[config.mk]
export PLATFORM = sky130hd
export DESIGN_NAME = logic_shift_unit
export DESIGN_NICKNAME = d
export VERILOG_FILES = /design/src/rtl/logic_shift_unit_pkg.sv /design/src/rtl/logic_shift_unit_shift_step.sv /design/src/rtl/logic_shift_unit.sv
export SDC_FILE = /design/constraint.sdc
export NUM_CORES = 1
export LEC_CHECK = 0
export BUFFER_PORTS_ARGS = -buffer_cell sky130_fd_sc_hd__buf_2
export CAP_MARGIN = 20
export CORE_UTILIZATION = 30
export CTS_BUF_LIST = sky130_fd_sc_hd__clkbuf_4 sky130_fd_sc_hd__clkbuf_8 sky130_fd_sc_hd__clkbuf_16
export DETAILED_ROUTE_END_ITERATION = 7
export PLACE_DENSITY = 0.58
export SLEW_MARGIN = 15
export SYNTH_ARGS = -nofsm -noshare
export SYNTH_HDL_FRONTEND = slang
export SYNTH_SLANG_ARGS = --single-unit
[constraint.sdc]
create_clock -name clk -period 2.4 [get_ports clk]
set_clock_uncertainty 0.2 [all_clocks]
set_input_delay 0.48 -clock clk [delete_from_list [all_inputs] [get_ports clk]]
set_output_delay 0.48 -clock clk [all_outputs]
set_load 0.03 [all_outputs]
[src/rtl/logic_shift_unit_pkg.sv]
// Shared definitions for the logic/shift unit: default width, opcode and FSM state enums.
package logic_shift_unit_pkg;

    localparam int NBITS = 32;

    typedef enum logic [3:0] {
        OP_NOP  = 4'b0000,
        OP_AND  = 4'b0001,
        OP_OR   = 4'b0010,
        OP_XOR  = 4'b0011,
        OP_NOTB = 4'b0100,
        OP_NOR  = 4'b0101,
        OP_SLL  = 4'b1000,
        OP_SRL  = 4'b1001,
        OP_SRA  = 4'b1010,
        OP_ROL  = 4'b1011
    } op_t;

    typedef enum logic [1:0] {
        ST_IDLE  = 2'd0,
        ST_SHIFT = 2'd1,
        ST_DONE  = 2'd2
    } state_t;

    // True for the four opcodes that go through the iterative shifter
    function automatic logic is_shift_op(input logic [3:0] code);
        return (code == OP_SLL) || (code == OP_SRL) ||
               (code == OP_SRA) || (code == OP_ROL);
    endfunction

endpackage

[src/rtl/logic_shift_unit_shift_step.sv]
// Single-bit step of the iterative shifter: one position of SLL/SRL/SRA/ROL.
module shift_step
    import logic_shift_unit_pkg::*;
#(
    parameter int WIDTH = NBITS
) (
    input  logic [WIDTH-1:0] value,
    input  op_t              op,
    output logic [WIDTH-1:0] next_value
);

    // Move the value by exactly one bit according to the shift opcode
    always_comb begin
        next_value = value;
        case (op)
            OP_SLL:  next_value = {value[WIDTH-2:0], 1'b0};
            OP_SRL:  next_value = {1'b0, value[WIDTH-1:1]};
            OP_SRA:  next_value = {value[WIDTH-1], value[WIDTH-1:1]};
            OP_ROL:  next_value = {value[WIDTH-2:0], value[WIDTH-1]};
            default: next_value = value;
        endcase
    end

endmodule

[src/rtl/logic_shift_unit.sv]
// Logic/shift unit: single-cycle bitwise ops, one-bit-per-cycle shifts and rotates,
// valid/ready handshake on both sides with a registered result.
module logic_shift_unit
    import logic_shift_unit_pkg::*;
#(
    parameter int WIDTH = NBITS,
    parameter int SHW   = $clog2(WIDTH)
) (
    input  logic             clk,
    input  logic             rst_n,
    input  logic             in_valid,
    output logic             in_ready,
    input  logic [3:0]       op,
    input  logic [WIDTH-1:0] a,
    input  logic [WIDTH-1:0] b,
    input  logic [SHW-1:0]   shamt,
    output logic             out_valid,
    input  logic             out_ready,
    output logic [WIDTH-1:0] y,
    output logic             zero,
    output logic             err,
    output logic             busy
);

    state_t           state;
    state_t           state_nxt;
    logic             accept;
    logic             long_shift;
    logic             last_step;
    logic [SHW-1:0]   cnt;
    logic [SHW-1:0]   cnt_nxt;
    logic [WIDTH-1:0] sreg;
    logic [WIDTH-1:0] sreg_nxt;
    logic [WIDTH-1:0] step_val;
    op_t              sop;
    op_t              sop_nxt;
    logic [WIDTH-1:0] logic_res;
    logic             illegal;
    logic [WIDTH-1:0] y_nxt;
    logic             zero_nxt;
    logic             err_nxt;

    assign long_shift = is_shift_op(op) && (shamt != '0);
    assign last_step  = (cnt <= SHW'(1));

    shift_step #(.WIDTH(WIDTH)) u_shift_step (
        .value      (sreg),
        .op         (sop),
        .next_value (step_val)
    );

    // FSM state register
    always_ff @(posedge clk or negedge rst_n) begin
        if (!rst_n) state <= ST_IDLE;
        else        state <= state_nxt;
    end

    // FSM next state and handshake outputs; an accept in DONE restarts as from IDLE
    always_comb begin
        state_nxt = state;
        in_ready  = 1'b0;
        out_valid = 1'b0;
        busy      = (state != ST_IDLE);
        case (state)
            ST_IDLE:  in_ready = 1'b1;
            ST_SHIFT: if (last_step) state_nxt = ST_DONE;
            ST_DONE: begin
                out_valid = 1'b1;
                in_ready  = out_ready;
                if (out_ready) state_nxt = ST_IDLE;
            end
            default:  state_nxt = ST_IDLE;
        endcase
        accept = in_valid && in_ready;
        if (accept) state_nxt = long_shift ? ST_SHIFT : ST_DONE;
    end

    // Single-cycle result: bitwise ops, pass-through for zero-amount shifts, illegal flag
    always_comb begin
        logic_res = '0;
        illegal   = 1'b0;
        case (op)
            OP_NOP:  logic_res = '0;
            OP_AND:  logic_res = a & b;
            OP_OR:   logic_res = a | b;
            OP_XOR:  logic_res = a ^ b;
            OP_NOTB: logic_res = ~b;
            OP_NOR:  logic_res = ~(a | b);
            OP_SLL, OP_SRL, OP_SRA, OP_ROL: logic_res = a;
            default: illegal = 1'b1;
        endcase
    end

    // Datapath next values: load on accept, step while shifting, hold otherwise
    always_comb begin
        sreg_nxt = sreg;
        cnt_nxt  = cnt;
        sop_nxt  = sop;
        y_nxt    = y;
        zero_nxt = zero;
        err_nxt  = err;
        if (accept) begin
            if (long_shift) begin
                sreg_nxt = a;
                cnt_nxt  = shamt;
                sop_nxt  = op_t'(op);
            end else begin
                y_nxt    = logic_res;
                zero_nxt = (logic_res == '0);
                err_nxt  = illegal;
                cnt_nxt  = '0;
            end
        end else if (state == ST_SHIFT) begin
            sreg_nxt = step_val;
            cnt_nxt  = cnt - SHW'(1);
            // The final step is written straight into y so DONE follows N shift cycles
            if (last_step) begin
                y_nxt    = step_val;
                zero_nxt = (step_val == '0);
                err_nxt  = 1'b0;
            end
        end
    end

    // Datapath registers
    always_ff @(posedge clk or negedge rst_n) begin
        if (!rst_n) begin
            sreg <= '0;
            cnt  <= '0;
            sop  <= OP_NOP;
            y    <= '0;
            zero <= 1'b0;
            err  <= 1'b0;
        end else begin
            sreg <= sreg_nxt;
            cnt  <= cnt_nxt;
            sop  <= sop_nxt;
            y    <= y_nxt;
            zero <= zero_nxt;
            err  <= err_nxt;
        end
    end

endmodule

==> flow_summary_export.csv <==
group,metric,value,unit
status,outcome,"complete, but fails checks",
status,violations,"design-rule violations, negative setup slack",
cts,clockBufferDepth,2,
setup_path,r2r-end,"zero",
setup_path,cp.required,2470,ps
run,max_cap_violations,0,
setup_path,start_kind,"input port",
floorplanning,core_area,22000,sq um
synthesis,yosys.cell_types.count,53,
drt,routed-via-count,7402,
cells_and_area,post-route-util,0.422,
pwr,switching_share,0.465,
placed_design,pre_cts_ws,-779,ps
floorplanning,fp.dieArea,23200,sq um
drt,viasPerCell,5.23,
min_path,hold_class,"in2reg",
sta,rsz0062_at_grt,"yes",
placed_design,gp_congestion,0.906,
floorplanning,ios,114,
cells_and_area,synthToLayoutAreaGrowth,36.9,%
synthesis,synth_async_sr_flop_share,1.00,
sta,fmax,0.371,GHz
pwr,p_switching,0.00411,W
cells_and_area,multi_input_area,4470,sq um
drt,drtPass1Iterations,8,
setup_path,end_kind,"flip-flop",
floorplanning,fp-row-count,54,
pwr,power_frac_clock,0.167,
cts,h-tree-depth,3,
setup_path,reg2reg_depth,9,
drt,drt_iter0_markers,643,
cells_and_area,num-fill-cells,2233,
sta,worst_pin_slew,587,ps
setup_path,cp_max_fo,3,
synthesis,synthCells,906,
pwr,comb_power_share,0.557,
grt,antenna_found_initial,0,
drt,finalWirelength,24100,um
sta,setup_viol,1,
pwr,ir_drop,0.000468,V
synthesis,synthFlopType,"dfrtp_1",
grt,grt_util_all_layers,0.209,
cts,numCtsBuffers,9,
drt,drt-wirelength-per-cell,17.0,um
synthesis,avgSynthCellArea,7.48,sq um
sta,fin_crit_sh,1.12,
min_path,hold_path_end,"cnt[0]",
drt,drt.antenna.violating_nets,0,
setup_path,critPathKind,"in2reg",
synthesis,synth-seq-area-share,0.284,
cts,cts.sinks,77,
sta,fin_ws,-298,ps
pwr,internal_power,0.00472,W
drt,drc_errors,10,
synthesis,synth_area,6780,sq um
cells_and_area,antennaDiodeCount,0,
grt,grt_pass1_vias,7091,
grt,grt_start_max_net_pins,56,
sta,slew_headroom,0.604,
floorplanning,die_h,152,um
cts,worstSkewPairLatency,340,ps
synthesis,synth_fp_nets,1049,
grt,overflow,0,
pwr,power_leakage,4.53,nW
pwr,power_density,952,nW/um^2
grt,grt_pass1_wl,38500,um
setup_path,critical_path.reg2reg.startpoint,"sop[0]",
cts,clock_tree.root_cell,"clkbuf_16",
synthesis,ys_warn_count,0,
cells_and_area,ff_latch_area,1930,sq um
min_path,min_path_cells,3,
sta,period_minus_slack,2700,ps
cells_and_area,nets,1274,
cts,cts_tree,"built",
placed_design,dp.final_hpwl,18800,um
sta,hold_viol,0,
floorplanning,die_w,152,um
cells_and_area,drive_gt1_frac,0.293,
pwr,pwr-share-seq,0.276,
floorplanning,initial_utilization,0.309,
synthesis,ys_ff_latch,77,
sta,slew_violations,0,
synthesis,synth_edf_count,0,
cts,path_clk_slew,60,ps
setup_path,regToRegSetupSlack,100,ps
min_path,hp-start,"shamt[0]",
setup_path,arrival,2770,ps
placed_design,port_buffers,113,
## registers in the layout (all words and copies together) (netlist names)
name	flops
sreg	32
state	2
cnt	5
zero	1
err	1
sop	4
y	32
## worst max path at each step
stage	startpoint	end	depth (start not counted)
after global placement	op[2]	zero	11
after global routing	a[14]	zero	9
final	b[15]	zero	9
after floorplan	op[2]	zero	9
after CTS	a[15]	zero	9
after detailed placement	op[2]	zero	11
## cell type report
class                      count  share of cell area
multi-input combinational    686               0.482
inverter                      76              0.0308
clock inverter                 4             0.00809
sequential                    77               0.208
clock buffer                  10              0.0251
tap                          280              0.0378
timing repair buffer         281               0.208
## worst max-delay path: stages
cell and delay (ps):
buf_2 110, inv_1 60, ha_2 160, mux2i_1 210, o2111ai_2 150, or4_1 550, or4_4 440, or4_4 490
o21ai_2 120
## power by group through the flow
stage | Clock (W) | Combinational, W | Sequential (W)
after floorplan | 0 | 0.00257 | 0.00278
after global routing | 0.00154 | 0.00539 | 0.00251
after CTS | 0.00149 | 0.00490 | 0.00242
after detailed placement | 0 | 0.00486 | 0.00243
after global placement | 0 | 0.00481 | 0.00243
final | 0.00148 | 0.00491 | 0.00244
## stage by stage
stage / cells / hold slack [ps] / setup TNS [ps] / instance area (sq um) / power [W]
global route: 1414 / 257 / -328 / 9270 / 0.00944
detailed placement: 1397 / 253 / -10230 / 8820 / 0.00729
floorplan: 906 / -15.6 / -545 / 6830 / 0.00535
global placement: 1397 / 251 / -8740 / 8820 / 0.00724
CTS: 1414 / 246 / -279 / 9210 / 0.00881
finish: 1414 / 254 / -298 / 9270 / 0.00883
## metal layers
layer	track usage	part of all wire	vias to the layer above	routed length [um]
met5	0	0	-	0
met2	0.348	0.48	212	11600
li1	-	-	3632	-
met4	0.0632	0.019	0	461
met3	0.0239	0.050	27	1200
met1	0.283	0.45	3531	10800
## cell usage in the layout, fill, tap and decap left out, drive strengths merged, types with 10 or more instances in the layout
master	instances
a31oi	23
o21ai	50
buf	280
nor2	82
nand2	132
o2111ai	17
a22oi	33
nand3	11
a21oi	105
inv	76
dfrtp	77
clkbuf	10
ha	66
nor4	14
nor2b	11
mux2i	22
nor3	13
and2	19
## Yosys cell counts (all sizes together), types with 2 or more instances
cell / number / area (sq um)
o22ai: 2 / 12.5
xor2: 3 / 26.3
or4: 4 / 30.0
o2111ai: 17 / 149
nor3b: 5 / 37.5
nor2b: 11 / 68.8
buf: 13 / 86.3
clkbuf: 54 / 203
o211ai: 7 / 52.6
or2: 3 / 18.8
o31ai: 2 / 15.0
inv: 76 / 285
o21ai: 50 / 250
nand2b: 8 / 50.1
nand3: 11 / 55.1
and3b: 3 / 26.3
dfrtp: 77 / 1930
xnor2: 3 / 26.3
nor4b: 2 / 17.5
o32ai: 3 / 26.3
o221ai: 8 / 70.1
nor4bb: 4 / 40.0
nand4: 3 / 18.8
a31oi: 23 / 144
nand2: 132 / 495
nand3b: 2 / 15.0
nor4: 14 / 87.6
a21oi: 105 / 526
mux2: 3 / 33.8
nor3: 13 / 65.1
a221oi: 6 / 52.6
a311oi: 5 / 43.8
and2: 19 / 119
nor2: 82 / 308
a22oi: 33 / 248
ha: 66 / 826
mux2i: 22 / 220
## timing repair
action | 4_1_cts | 5_1_grt
hold buffers | 1 | 0
pin swaps | 6 | 4
endpoints found under the hold margin | 34 | 0
setup endpoints to repair | 1 | 6
gates resized for setup | 14 | 15
setup buffers | 2 | 0
## cells by family after synthesis
group,share of synthesized area
xor+xnor,0.00776
simple gates,0.218
buf+inv,0.0848
fa+ha+maj,0.122
flops,0.284
mux,0.0375
compound gates,0.246
Power figures use the tool's default switching activity.
